File: config.mk
export PLATFORM = sky130hd
export DESIGN_NAME = chirp_sequencer_flat
export DESIGN_NICKNAME = d
export VERILOG_FILES = /design/src/rtl/chirp_pkg.sv /design/src/rtl/chirp_sequencer_if.sv /design/src/rtl/chirp_prof_ram.sv /design/src/rtl/chirp_sequencer.sv /design/src/flat_wrapper.sv
export SDC_FILE = /design/constraint.sdc
export NUM_CORES = 2
export LEC_CHECK = 0
export ABC_AREA = 1
export CAP_MARGIN = 0
export CORE_MARGIN = 4
export CORE_UTILIZATION = 30
export CTS_CLUSTER_DIAMETER = 150
export DETAILED_ROUTE_END_ITERATION = 12
export PLACE_DENSITY_LB_ADDON = 0.25
export SYNTH_ARGS = -nofsm -noshare
export SYNTH_HDL_FRONTEND = slang
export SYNTH_SLANG_ARGS = --single-unit
File: constraint.sdc
create_clock -name clk -period 12 [get_ports clk]
set_clock_uncertainty 0.15 [all_clocks]
set_input_delay 2.4 -clock clk [delete_from_list [all_inputs] [get_ports clk]]
set_output_delay 2.4 -clock clk [all_outputs]
set_load 0.02 [all_outputs]
File: src/rtl/chirp_pkg.sv
// Shared types and constants for the chirp sequencer: FSM encodings,
// the profile table entry layout and the minimum inter-chirp low time.
// No logic; no latency or backpressure of its own.
package chirp_pkg;
    localparam int CNT_W   = 32;
    localparam int MIN_GAP = 2;

    localparam logic [2:0] ST_IDLE = 3'd0;
    localparam logic [2:0] ST_LOAD = 3'd1;
    localparam logic [2:0] ST_ON   = 3'd2;
    localparam logic [2:0] ST_GAP  = 3'd3;
    localparam logic [2:0] ST_DONE = 3'd4;

    typedef struct packed {
        logic [47:0]      freq;
        logic [47:0]      dfreq;
        logic [31:0]      drate;
        logic [CNT_W-1:0] len;
        logic [CNT_W-1:0] gap;
    } chirp_prof_t;
endpackage

File: src/rtl/chirp_sequencer_if.sv
// Control/config side and DDS side of the chirp sequencer in one bundle.
// Master drives config/commands; slave (the sequencer) drives DDS and status.
// No flow control: commands are level/strobe sampled, status is pulsed.
interface chirp_sequencer_if #(
    parameter int N_PROF = 8,
    parameter int CNT_W  = 32
);
    localparam int AW = $clog2(N_PROF);

    logic             cfg_we;
    logic [AW-1:0]    cfg_addr;
    logic [47:0]      cfg_freq;
    logic [47:0]      cfg_dfreq;
    logic [31:0]      cfg_drate;
    logic [CNT_W-1:0] cfg_len;
    logic [CNT_W-1:0] cfg_gap;
    logic [AW-1:0]    seq_first;
    logic [AW-1:0]    seq_last;
    logic [15:0]      seq_repeat;
    logic             trig;
    logic             abort;
    logic             dds_start;
    logic [47:0]      dds_freq;
    logic [47:0]      dds_delta_freq;
    logic [31:0]      dds_delta_rate;
    logic [AW-1:0]    cur_idx;
    logic             busy;
    logic             done;
    logic             err;

    modport master (
        output cfg_we, cfg_addr, cfg_freq, cfg_dfreq, cfg_drate, cfg_len, cfg_gap,
        output seq_first, seq_last, seq_repeat, trig, abort,
        input  dds_start, dds_freq, dds_delta_freq, dds_delta_rate,
        input  cur_idx, busy, done, err
    );
    modport slave (
        input  cfg_we, cfg_addr, cfg_freq, cfg_dfreq, cfg_drate, cfg_len, cfg_gap,
        input  seq_first, seq_last, seq_repeat, trig, abort,
        output dds_start, dds_freq, dds_delta_freq, dds_delta_rate,
        output cur_idx, busy, done, err
    );
endinterface

File: src/rtl/chirp_prof_ram.sv
// Profile table: synchronous write, registered read with write-through bypass.
// Latency: read data valid one cycle after rd_vld; holds until the next read.
// No backpressure: every write and read strobe is accepted.
module chirp_prof_ram
    import chirp_pkg::*;
#(
    parameter int N_PROF = 8,
    parameter int AW     = $clog2(N_PROF)
) (
    input  logic        clk,
    input  logic        rst_n,
    input  logic        wr_vld,
    input  logic [AW-1:0] wr_addr,
    input  chirp_prof_t wr_dat,
    input  logic        rd_vld,
    input  logic [AW-1:0] rd_addr,
    output chirp_prof_t rd_dat
);
    chirp_prof_t mem_q [N_PROF];
    chirp_prof_t rd_dat_d, rd_dat_q;

    always_ff @(posedge clk) begin
        if (wr_vld) mem_q[wr_addr] <= wr_dat;
    end

    // Bypass lets a write and a trigger in the same cycle load the new entry.
    always_comb begin
        rd_dat_d = rd_dat_q;
        if (rd_vld) rd_dat_d = (wr_vld && wr_addr == rd_addr) ? wr_dat : mem_q[rd_addr];
    end

    always_ff @(posedge clk or negedge rst_n) begin
        if (!rst_n) rd_dat_q <= '0;
        else        rd_dat_q <= rd_dat_d;
    end

    assign rd_dat = rd_dat_q;
endmodule

File: src/rtl/chirp_sequencer.sv
// Plays table entries seq_first..seq_last into the DDS, repeated, with gaps.
// Latency: trig at edge T -> LOAD at T+1, dds_start rises at edge T+2.
// No backpressure: trig while busy is ignored; cfg writes while busy are dropped with err.
module chirp_sequencer #(
    parameter int N_PROF  = 8,
    parameter int CNT_W   = 32,
    parameter int MIN_GAP = 2
) (
    input  logic clk,
    input  logic rst_n,
    chirp_sequencer_if.slave bus
);
    import chirp_pkg::*;

    localparam int AW = $clog2(N_PROF);

    logic [2:0]       state_q, state_d;
    logic [AW-1:0]    idx_q, idx_d, first_q, first_d, last_q, last_d;
    logic [15:0]      pass_q, pass_d, rep_q, rep_d;
    logic [CNT_W-1:0] cnt_q, cnt_d;
    logic             err_q, err_d;
    logic             active, trig_ok, wr_ok, rd_vld;
    logic [CNT_W-1:0] len_c, gap_c;
    chirp_prof_t      wr_dat, prof;

    assign active  = (state_q == ST_LOAD) || (state_q == ST_ON) || (state_q == ST_GAP);
    assign trig_ok = (state_q == ST_IDLE) && bus.trig && !bus.abort;
    assign wr_ok   = bus.cfg_we && !active;
    assign wr_dat  = {bus.cfg_freq, bus.cfg_dfreq, bus.cfg_drate, bus.cfg_len, bus.cfg_gap};

    assign len_c = (prof.len == '0) ? CNT_W'(1) : CNT_W'(prof.len);
    assign gap_c = (CNT_W'(prof.gap) < CNT_W'(MIN_GAP)) ? CNT_W'(MIN_GAP) : CNT_W'(prof.gap);

    always_comb begin
        state_d = state_q;
        idx_d   = idx_q;
        first_d = first_q;
        last_d  = last_q;
        pass_d  = pass_q;
        rep_d   = rep_q;
        cnt_d   = cnt_q;
        err_d   = (bus.cfg_we && active) || (trig_ok && (bus.seq_first > bus.seq_last));
        case (state_q)
            ST_IDLE: begin
                if (trig_ok && (bus.seq_first <= bus.seq_last)) begin
                    state_d = ST_LOAD;
                    idx_d   = bus.seq_first;
                    first_d = bus.seq_first;
                    last_d  = bus.seq_last;
                    rep_d   = bus.seq_repeat;
                    pass_d  = 16'd1;
                end
            end
            ST_LOAD: begin
                state_d = ST_ON;
                cnt_d   = len_c;
            end
            ST_ON: begin
                if (cnt_q == CNT_W'(1)) begin
                    state_d = ST_GAP;
                    cnt_d   = gap_c;
                end else begin
                    cnt_d = cnt_q - CNT_W'(1);
                end
            end
            ST_GAP: begin
                if (cnt_q != CNT_W'(1)) begin
                    cnt_d = cnt_q - CNT_W'(1);
                end else if (idx_q < last_q) begin
                    state_d = ST_LOAD;
                    idx_d   = idx_q + 1'b1;
                end else if (rep_q == 16'd0 || pass_q < rep_q) begin
                    state_d = ST_LOAD;
                    idx_d   = first_q;
                    pass_d  = pass_q + 16'd1;
                end else begin
                    state_d = ST_DONE;
                end
            end
            ST_DONE: state_d = ST_IDLE;
            default: state_d = ST_IDLE;
        endcase
        if (bus.abort) state_d = ST_IDLE;
    end

    // Table read is issued on the edge into LOAD so the entry is valid during LOAD.
    assign rd_vld = (state_d == ST_LOAD);

    always_ff @(posedge clk or negedge rst_n) begin
        if (!rst_n) begin
            state_q <= ST_IDLE;
            idx_q   <= '0;
            first_q <= '0;
            last_q  <= '0;
            pass_q  <= '0;
            rep_q   <= '0;
            cnt_q   <= '0;
            err_q   <= 1'b0;
        end else begin
            state_q <= state_d;
            idx_q   <= idx_d;
            first_q <= first_d;
            last_q  <= last_d;
            pass_q  <= pass_d;
            rep_q   <= rep_d;
            cnt_q   <= cnt_d;
            err_q   <= err_d;
        end
    end

    chirp_prof_ram #(.N_PROF(N_PROF), .AW(AW)) u_ram (
        .clk     (clk),
        .rst_n   (rst_n),
        .wr_vld  (wr_ok),
        .wr_addr (bus.cfg_addr),
        .wr_dat  (wr_dat),
        .rd_vld  (rd_vld),
        .rd_addr (idx_d),
        .rd_dat  (prof)
    );

    assign bus.dds_start      = (state_q == ST_ON);
    assign bus.dds_freq       = active ? prof.freq  : '0;
    assign bus.dds_delta_freq = active ? prof.dfreq : '0;
    assign bus.dds_delta_rate = active ? prof.drate : '0;
    assign bus.cur_idx        = idx_q;
    assign bus.busy           = active;
    assign bus.done           = (state_q == ST_DONE);
    assign bus.err            = err_q;
endmodule

File: src/flat_wrapper.sv
// flat-port wrapper written by rule: the top's interface ports become plain ports
module chirp_sequencer_flat import chirp_pkg::*;
#(
    parameter int N_PROF  = 8,
    parameter int CNT_W   = 32,
    parameter int MIN_GAP = 2
)
  (clk, rst_n, bus_cfg_we, bus_cfg_addr, bus_cfg_freq, bus_cfg_dfreq, bus_cfg_drate, bus_cfg_len, bus_cfg_gap, bus_seq_first, bus_seq_last, bus_seq_repeat, bus_trig, bus_abort, bus_dds_start, bus_dds_freq, bus_dds_delta_freq, bus_dds_delta_rate, bus_cur_idx, bus_busy, bus_done, bus_err);
  chirp_sequencer_if #(.N_PROF(N_PROF), .CNT_W(CNT_W)) bus_i ();
  input  logic clk;
  input  logic rst_n;
  input wire logic [$bits(bus_i.cfg_we)-1:0] bus_cfg_we;
  input wire logic [$bits(bus_i.cfg_addr)-1:0] bus_cfg_addr;
  input wire logic [$bits(bus_i.cfg_freq)-1:0] bus_cfg_freq;
  input wire logic [$bits(bus_i.cfg_dfreq)-1:0] bus_cfg_dfreq;
  input wire logic [$bits(bus_i.cfg_drate)-1:0] bus_cfg_drate;
  input wire logic [$bits(bus_i.cfg_len)-1:0] bus_cfg_len;
  input wire logic [$bits(bus_i.cfg_gap)-1:0] bus_cfg_gap;
  input wire logic [$bits(bus_i.seq_first)-1:0] bus_seq_first;
  input wire logic [$bits(bus_i.seq_last)-1:0] bus_seq_last;
  input wire logic [$bits(bus_i.seq_repeat)-1:0] bus_seq_repeat;
  input wire logic [$bits(bus_i.trig)-1:0] bus_trig;
  input wire logic [$bits(bus_i.abort)-1:0] bus_abort;
  output wire logic [$bits(bus_i.dds_start)-1:0] bus_dds_start;
  output wire logic [$bits(bus_i.dds_freq)-1:0] bus_dds_freq;
  output wire logic [$bits(bus_i.dds_delta_freq)-1:0] bus_dds_delta_freq;
  output wire logic [$bits(bus_i.dds_delta_rate)-1:0] bus_dds_delta_rate;
  output wire logic [$bits(bus_i.cur_idx)-1:0] bus_cur_idx;
  output wire logic [$bits(bus_i.busy)-1:0] bus_busy;
  output wire logic [$bits(bus_i.done)-1:0] bus_done;
  output wire logic [$bits(bus_i.err)-1:0] bus_err;
  assign bus_i.cfg_we = bus_cfg_we;
  assign bus_i.cfg_addr = bus_cfg_addr;
  assign bus_i.cfg_freq = bus_cfg_freq;
  assign bus_i.cfg_dfreq = bus_cfg_dfreq;
  assign bus_i.cfg_drate = bus_cfg_drate;
  assign bus_i.cfg_len = bus_cfg_len;
  assign bus_i.cfg_gap = bus_cfg_gap;
  assign bus_i.seq_first = bus_seq_first;
  assign bus_i.seq_last = bus_seq_last;
  assign bus_i.seq_repeat = bus_seq_repeat;
  assign bus_i.trig = bus_trig;
  assign bus_i.abort = bus_abort;
  assign bus_dds_start = bus_i.dds_start;
  assign bus_dds_freq = bus_i.dds_freq;
  assign bus_dds_delta_freq = bus_i.dds_delta_freq;
  assign bus_dds_delta_rate = bus_i.dds_delta_rate;
  assign bus_cur_idx = bus_i.cur_idx;
  assign bus_busy = bus_i.busy;
  assign bus_done = bus_i.done;
  assign bus_err = bus_i.err;
  chirp_sequencer #(.N_PROF(N_PROF), .CNT_W(CNT_W), .MIN_GAP(MIN_GAP)) u_core (.clk(clk), .rst_n(rst_n), .bus(bus_i));
endmodule
# Word-level counts from Yosys, hierarchy flattened
# Memories as Yosys holds them, arrays and structs flattened. A register that Yosys moved wholly into a read port is not among the register bits.
# Index checks and enable logic that the tools add are counted.
[word_totals]
word_cells = 77
in_bits = 222
ram_bits = 1536
mem_count = 1
reg_bits = 77
[memory_table]
columns = ["memory", "words", "width", "rd", "rd_clocked_by_memory_dff", "write_ports", "line_no", "text"]
rows = [
  ["u_core.u_ram.mem_q", 8, 192, 1, 1, 1, "chirp_prof_ram.sv:19", "chirp_prof_t mem_q [N_PROF];"],
]
[op_classes]
eq_ne = 12
add_sub_neg = 3
n_lt_le_gt_ge = 5
n_reduce_logical = 21
mux = 27
[ops]
columns = ["operator", "n"]
rows = [
  ["2-to-1 mux 32 bit", 5],
  ["2-to-1 mux 48 bit", 2],
  ["one-hot mux 32 bit (3 select lines)", 1],
  ["2-to-1 mux 16 bit", 4],
  ["== test 32 x 1 -> 1 bit (second input constant)", 1],
  ["logical NOT 32 bit", 1],
  ["< comparator 32 x 2 -> 1 bit (second input constant)", 1],
  ["!= test 32 x 1 -> 1 bit (second input constant)", 1],
  ["one-hot mux 16 bit (2 select lines)", 1],
  ["subtractor 32 x 1 -> 32 bit (second input constant)", 1],
  ["2-to-1 mux 3 bit", 10],
  ["adder 16 x 1 -> 16 bit (second input constant)", 1],
  ["logical NOT 16 bit", 1],
  ["< comparator 16 bit", 1],
  ["one-hot mux 3 bit (4 select lines)", 1],
  ["!= test 2 bit (second input constant)", 5],
  ["== test 3 x 1 -> 1 bit (second input constant)", 2],
  ["== test 3 x 2 -> 1 bit (second input constant)", 2],
  ["logical AND 1 bit", 6],
  ["one-hot mux 3 bit (2 select lines)", 1],
  ["AND reduction 5 bit", 1],
  ["logical OR 1 bit", 4],
  ["AND reduction 2 bit", 2],
  ["adder 3 x 1 -> 3 bit (second input constant)", 1],
  ["9 further kinds", 12],
]

# Depth between registers and ports, before layout
[depth]
word_depth = 8
mapped_depth = 25

# Cells and area by module
# Synthesis repeated with hierarchy kept, for this count alone.
[hier_totals]
hier_cells = 7262
hier_area_um2 = 77239.1
[modules_own_cells]
columns = ["module", "area_each_um2", "n_inst", "cells_per_inst"]
rows = [
  ["chirp_prof_ram", 70380.0, 1, 6110],
  ["chirp_sequencer", 6859.1, 1, 1152],
]

# Worst setup path before layout
# No wires, ideal clock.
[synth_path]
path_kind = "input to register"
from = "input bus_cfg_we"
to = "memory u_core.u_ram.mem_q[0][0] in the netlist's numbering, enable pin"
setup_ns = 0.747
n_path_buf = 0
cell_stages = 4
slack_ns = 0.431
arrival_ns = 10.672
path_cell_list = "inv_1 > nor2_1 > nand2_1 > nor2_1"
[synth_between]
elab_chain_cells = 3
[synth_rtl]
columns = ["element", "line_no", "text"]
rows = [
  ["from (decl)", "flat_wrapper.sv:12", "input wire logic [$bits(bus_i.cfg_we)-1:0] bus_cfg_we;"],
  ["logical AND 1 bit", "chirp_sequencer.sv:28", "assign wr_ok = bus.cfg_we && !active;"],
  ["2-to-1 mux 1 bit", "chirp_prof_ram.sv:23", "if (wr_vld) mem_q[wr_addr] <= wr_dat;"],
  ["2-to-1 mux 1 bit (implied by the code)", "chirp_prof_ram.sv:23", ""],
  ["to (decl)", "chirp_prof_ram.sv:19", ""],
]
# Every way passes these cells.

# Worst setup path in the final report
[layout_path]
from = "input bus_seq_last[2]"
to = "register u_core.u_ram.rd_dat[168] (netlist name)"
[layout_between]
elab_chain_cells = 6
elab_cells_between_ends = 8
classes_between = "order compare (1); eq/ne (1); mux (5); reduce/logical (1)"
[layout_rtl]
columns = ["element", "line_no", "text"]
rows = [
  ["from (decl)", "flat_wrapper.sv:20", "input wire logic [$bits(bus_i.seq_last)-1:0] bus_seq_last;"],
  ["less-or-equal comparator 3 bit *", "chirp_sequencer.sv:45", "if (trig_ok && (bus.seq_first <= bus.seq_last)) begin"],
  ["logical AND 1 bit *", "chirp_sequencer.sv:45", ""],
  ["2-to-1 mux 3 bit", "chirp_sequencer.sv:45", ""],
  ["one-hot mux 3 bit (4 select lines)", "chirp_sequencer.sv:43", "case (state_q)"],
  ["2-to-1 mux 3 bit", "chirp_sequencer.sv:83", "if (bus.abort) state_d = ST_IDLE;"],
  ["== test 3 x 1 -> 1 bit", "chirp_sequencer.sv:87", "assign rd_vld = (state_d == ST_LOAD);"],
]
# Mark *: on every way between the ends. The rest lies on a longest branch, timed or not.
# A chain may end at the register's enable or synchronous reset.

==> flow_metrics.tcl <==
set metrics [dict create \
    status "finished, final reports clean" \
    root_buffer "clkbuf_16" \
    final_hold_viol_count 0 \
    ys_seq_elements 1805 \
    finalCritPeriodShare_pct 72.2 \
    drt_iter0_markers 5038 \
    critPathKind "in -> reg" \
    clk_latency_ns 0.87 \
    ant_nets 0 \
    syn_inst 8054 \
    ir_worst_vdd_mv 0.151 \
    cts.sinks 1805 \
    area_growth_pct 16.4 \
    grt_max_degree 201 \
    hold_ws_ns 0.335 \
    yosys_warnings 0 \
    setup_tns_ns 0 \
    portBuffers 356 \
    start_kind "input port" \
    antenna_found_initial 69 \
    setup_violations 0 \
    drc 0 \
    clockBufferDepth 3 \
    drt-pass1-iter-count 7 \
    grt_pass1_wl_microns 383000 \
    ys_async_sr_fraction_pct 14.9 \
    start_util_pct 30.2 \
    cap_viol_max_count 0 \
    drive_above_1_share_pct 5.27 \
    dpl_worst_slack_ns 2.56 \
    p_per_area_nw_per_um2 198 \
    num_vias 58500 \
    p_leak_nw 39.2 \
    min_period_ns 8.67 \
    ios 357 \
    min_path_type "reg -> reg" \
    worst_slack_ns 3.33 \
    drt_wl_total_microns 258000 \
    fmax_mhz 115 \
    syn_area_sq_um 82300 \
    grt_pass1_vias 56800 \
    ctsHoldBuffers 0 \
    path_max_fanout 126 \
    cts_tree "done" \
    die_h_microns 532 \
    coreArea_sq_um 272000 \
    postSynthAreaPerCell_sq_um 10.2 \
    r2r_setup_slack_ns 5.34 \
    viasPerCell 4.89 \
    cts_setup_buffers 0 \
    cp-end-kind "flip-flop" \
    rsz0062_at_grt "no" \
    die_w_microns 532 \
    synth_nets 8300 \
    final_nets 8428 \
    slew_viol_final 0 \
    dp_hpwl_microns 132000 \
    ys_seq_area_share_pct 64.3 \
    relSlewSlack_pct 14.9 \
    gr-total-overflow 0 \
    path_clk_slew_ns 0.05 \
    post_drt_wl_per_cell_microns 21.6 \
    rows 191 \
    grt_usage_pct 17.7 \
    synthFlopType "edfxtp_1" \
    place_congestion 0.817 \
    cts_htree_levels 4 \
    cts-resized-gates 0 \
    dieArea_sq_um 283000 \
    required_ns 12.56 \
    synth.distinct_cells 48 \
    crit_arrival_ns 9.23 \
    synth-edff-count 1536 \
    cts_inserted_buffers 200 \
    worst_slew_pin_slew_ns 1.28 \
]
-- layout by cell type, fill, tap and decap left out, types with 5 or more instances in the layout --
cell | Yosys | final
nand3_1 | 1766 | 1766
o21ai_0 | 57 | 57
nand2_1 | 1142 | 1140
clkbuf_1 | 230 | 48
o211ai_1 | 5 | 5
nor2_4 | 3 | 12
a21oi_1 | 240 | 240
nand4_1 | 11 | 11
bufinv_16 | 0 | 17
nor3_1 | 19 | 19
ha_1 | 24 | 24
nand3b_1 | 577 | 577
diode_2 | 0 | 29
a31oi_1 | 9 | 9
clkinv_1 | 1 | 32
dfrtp_1 | 269 | 269
edfxtp_1 | 1536 | 1536
clkinv_16 | 0 | 8
xor2_1 | 9 | 9
nor2_2 | 11 | 10
buf_12 | 0 | 18
a221oi_1 | 7 | 7
inv_2 | 9 | 7
clkdlybuf4s50_1 | 0 | 355
clkbuf_8 | 0 | 21
inv_1 | 1382 | 1381
clkbuf_16 | 0 | 201
nor4_1 | 22 | 22
clkinvlp_4 | 0 | 10
clkinv_2 | 1 | 35
buf_4 | 7 | 72
nor2_1 | 389 | 381
-- cells by family after synthesis --
kind of cell    count (synthesis)  synth area share, %
simple gates                 3953                 23.6
flops                        1805                 64.3
xor+xnor                       10                0.106
buf+inv                      1913                 9.34
fa+ha+maj                      24                0.365
compound gates                349                 2.30
-- final timing paths --
| kind | startpoint | endpoint | cells past startpoint |
|---|---|---|---|
| max | bus_seq_last[2] | u_core.u_ram.rd_dat[168] | 20 |
| min | u_core.first_q[2] | u_core.first_q[2] | 2 |
| max reg2reg | u_core.state_q[0] | u_core.u_ram.rd_dat[168] | 19 |
| min reg2reg | u_core.first_q[2] | u_core.first_q[2] | 2 |
| max in group asynchronous | rst_n | u_core.rep_q[5] | 2 |
| min in group asynchronous | rst_n | u_core.u_ram.rd_dat[136] | 1 |
-- where the power goes --
part / switching, mW / internal, mW / total (mW)
registers: 0.443 / 7.34 / 7.78
clock network: 2.66 / 3.61 / 6.26
logic: 3.47 / 1.49 / 4.96
-- area by class of cell --
class	count	area [sq um]
fill	27000	176000
sequential	1805	52900
multi-input combinational	4336	21900
clock buffer	270	5500
inverter	1393	5250
timing repair buffer	446	4470
tap	3570	4470
clock inverter	111	1260
antenna	29	72.6
-- registers in the layout (all words and copies together) (netlist names) --
name / cells
u_core.pass_q: 16
u_core.u_ram.rd_dat: 192
u_core.last_q: 3
u_core.state_q: 3
u_core.bus.cur_idx: 3
u_core.rep_q: 16
u_core.cnt_q: 32
u_core.first_q: 3
u_core.u_ram.mem_q: 1536
u_core.bus.err: 1
-- worst max-delay path, cell delays in order --
cell             delay (ns)
clkdlybuf4s50_1        0.46
inv_1                  0.06
ha_1                   0.32
nand2_1                0.07
o21ai_0                0.19
nand2_1                0.12
nand2_2                0.27
clkinv_2               0.54
o22ai_2                0.39
a21oi_1                0.19
nand2_8                0.68
nand2_8                0.60
nand2_1                0.21
nand2_1                0.10
nor2_4                 0.08
buf_4                  0.78
nand2_8                0.60
buf_12                 0.43
nand3_1                0.25
a21oi_1                0.09
-- Yosys cell counts, types with 3 or more instances --
| cell | n | area (sq um) |
|---|---|---|
| nor2_2 | 11 | 68.8 |
| buf_4 | 7 | 52.6 |
| a22oi_1 | 4 | 30.0 |
| nand4_1 | 11 | 68.8 |
| nor4_1 | 22 | 138 |
| edfxtp_1 | 1536 | 46100 |
| nand2_2 | 6 | 37.5 |
| nor3_1 | 19 | 95.1 |
| buf_2 | 224 | 1120 |
| inv_2 | 9 | 33.8 |
| buf_1 | 33 | 124 |
| nor2_4 | 3 | 33.8 |
| dfrtp_1 | 269 | 6730 |
| clkbuf_1 | 230 | 863 |
| ha_1 | 24 | 300 |
| xor2_1 | 9 | 78.8 |
| nor2_1 | 389 | 1460 |
| o21ai_0 | 57 | 285 |
| o21a_1 | 4 | 30.0 |
| nand3_1 | 1766 | 8840 |
| a211oi_1 | 4 | 30.0 |
| a31oi_1 | 9 | 56.3 |
| inv_1 | 1382 | 5190 |
| o211ai_1 | 5 | 37.5 |
| buf_6 | 26 | 293 |
| a32oi_1 | 4 | 35.0 |
| nand3b_1 | 577 | 4330 |
| a221oi_1 | 7 | 61.3 |
| o221ai_1 | 4 | 35.0 |
| nand2_1 | 1142 | 4290 |
| a21oi_1 | 240 | 1200 |
-- per-layer routing --
| metal | up-vias | track usage, % | wire (microns) |
|---|---|---|---|
| met2 | 1800 | 29.0 | 122000 |
| met3 | 455 | 3.48 | 15500 |
| met1 | 29000 | 23.5 | 113000 |
| li1 | 27300 | - | - |
| met4 | 44 | 5.73 | 7450 |
| met5 | - | 0 | 276 |
-- stage by stage --
| stage | utilization [%] | cell area (sq um) | cells | power [mW] |
|---|---|---|---|---|
| 2_1_floorplan | - | 82300 | 8054 | 11.1 |
| 3_3_place_gp | 32.7 | 88900 | 11600 | 12.8 |
| 3_5_place_dp | 32.7 | 88900 | 11600 | 12.9 |
| 4_1_cts | 35.2 | 95700 | 11900 | 19.2 |
| 5_1_grt | 35.2 | 95700 | 11900 | 20.0 |
| 6_report | 35.2 | 95700 | 12000 | 19.0 |
Note: power is estimated with default switching activity, not from simulation.
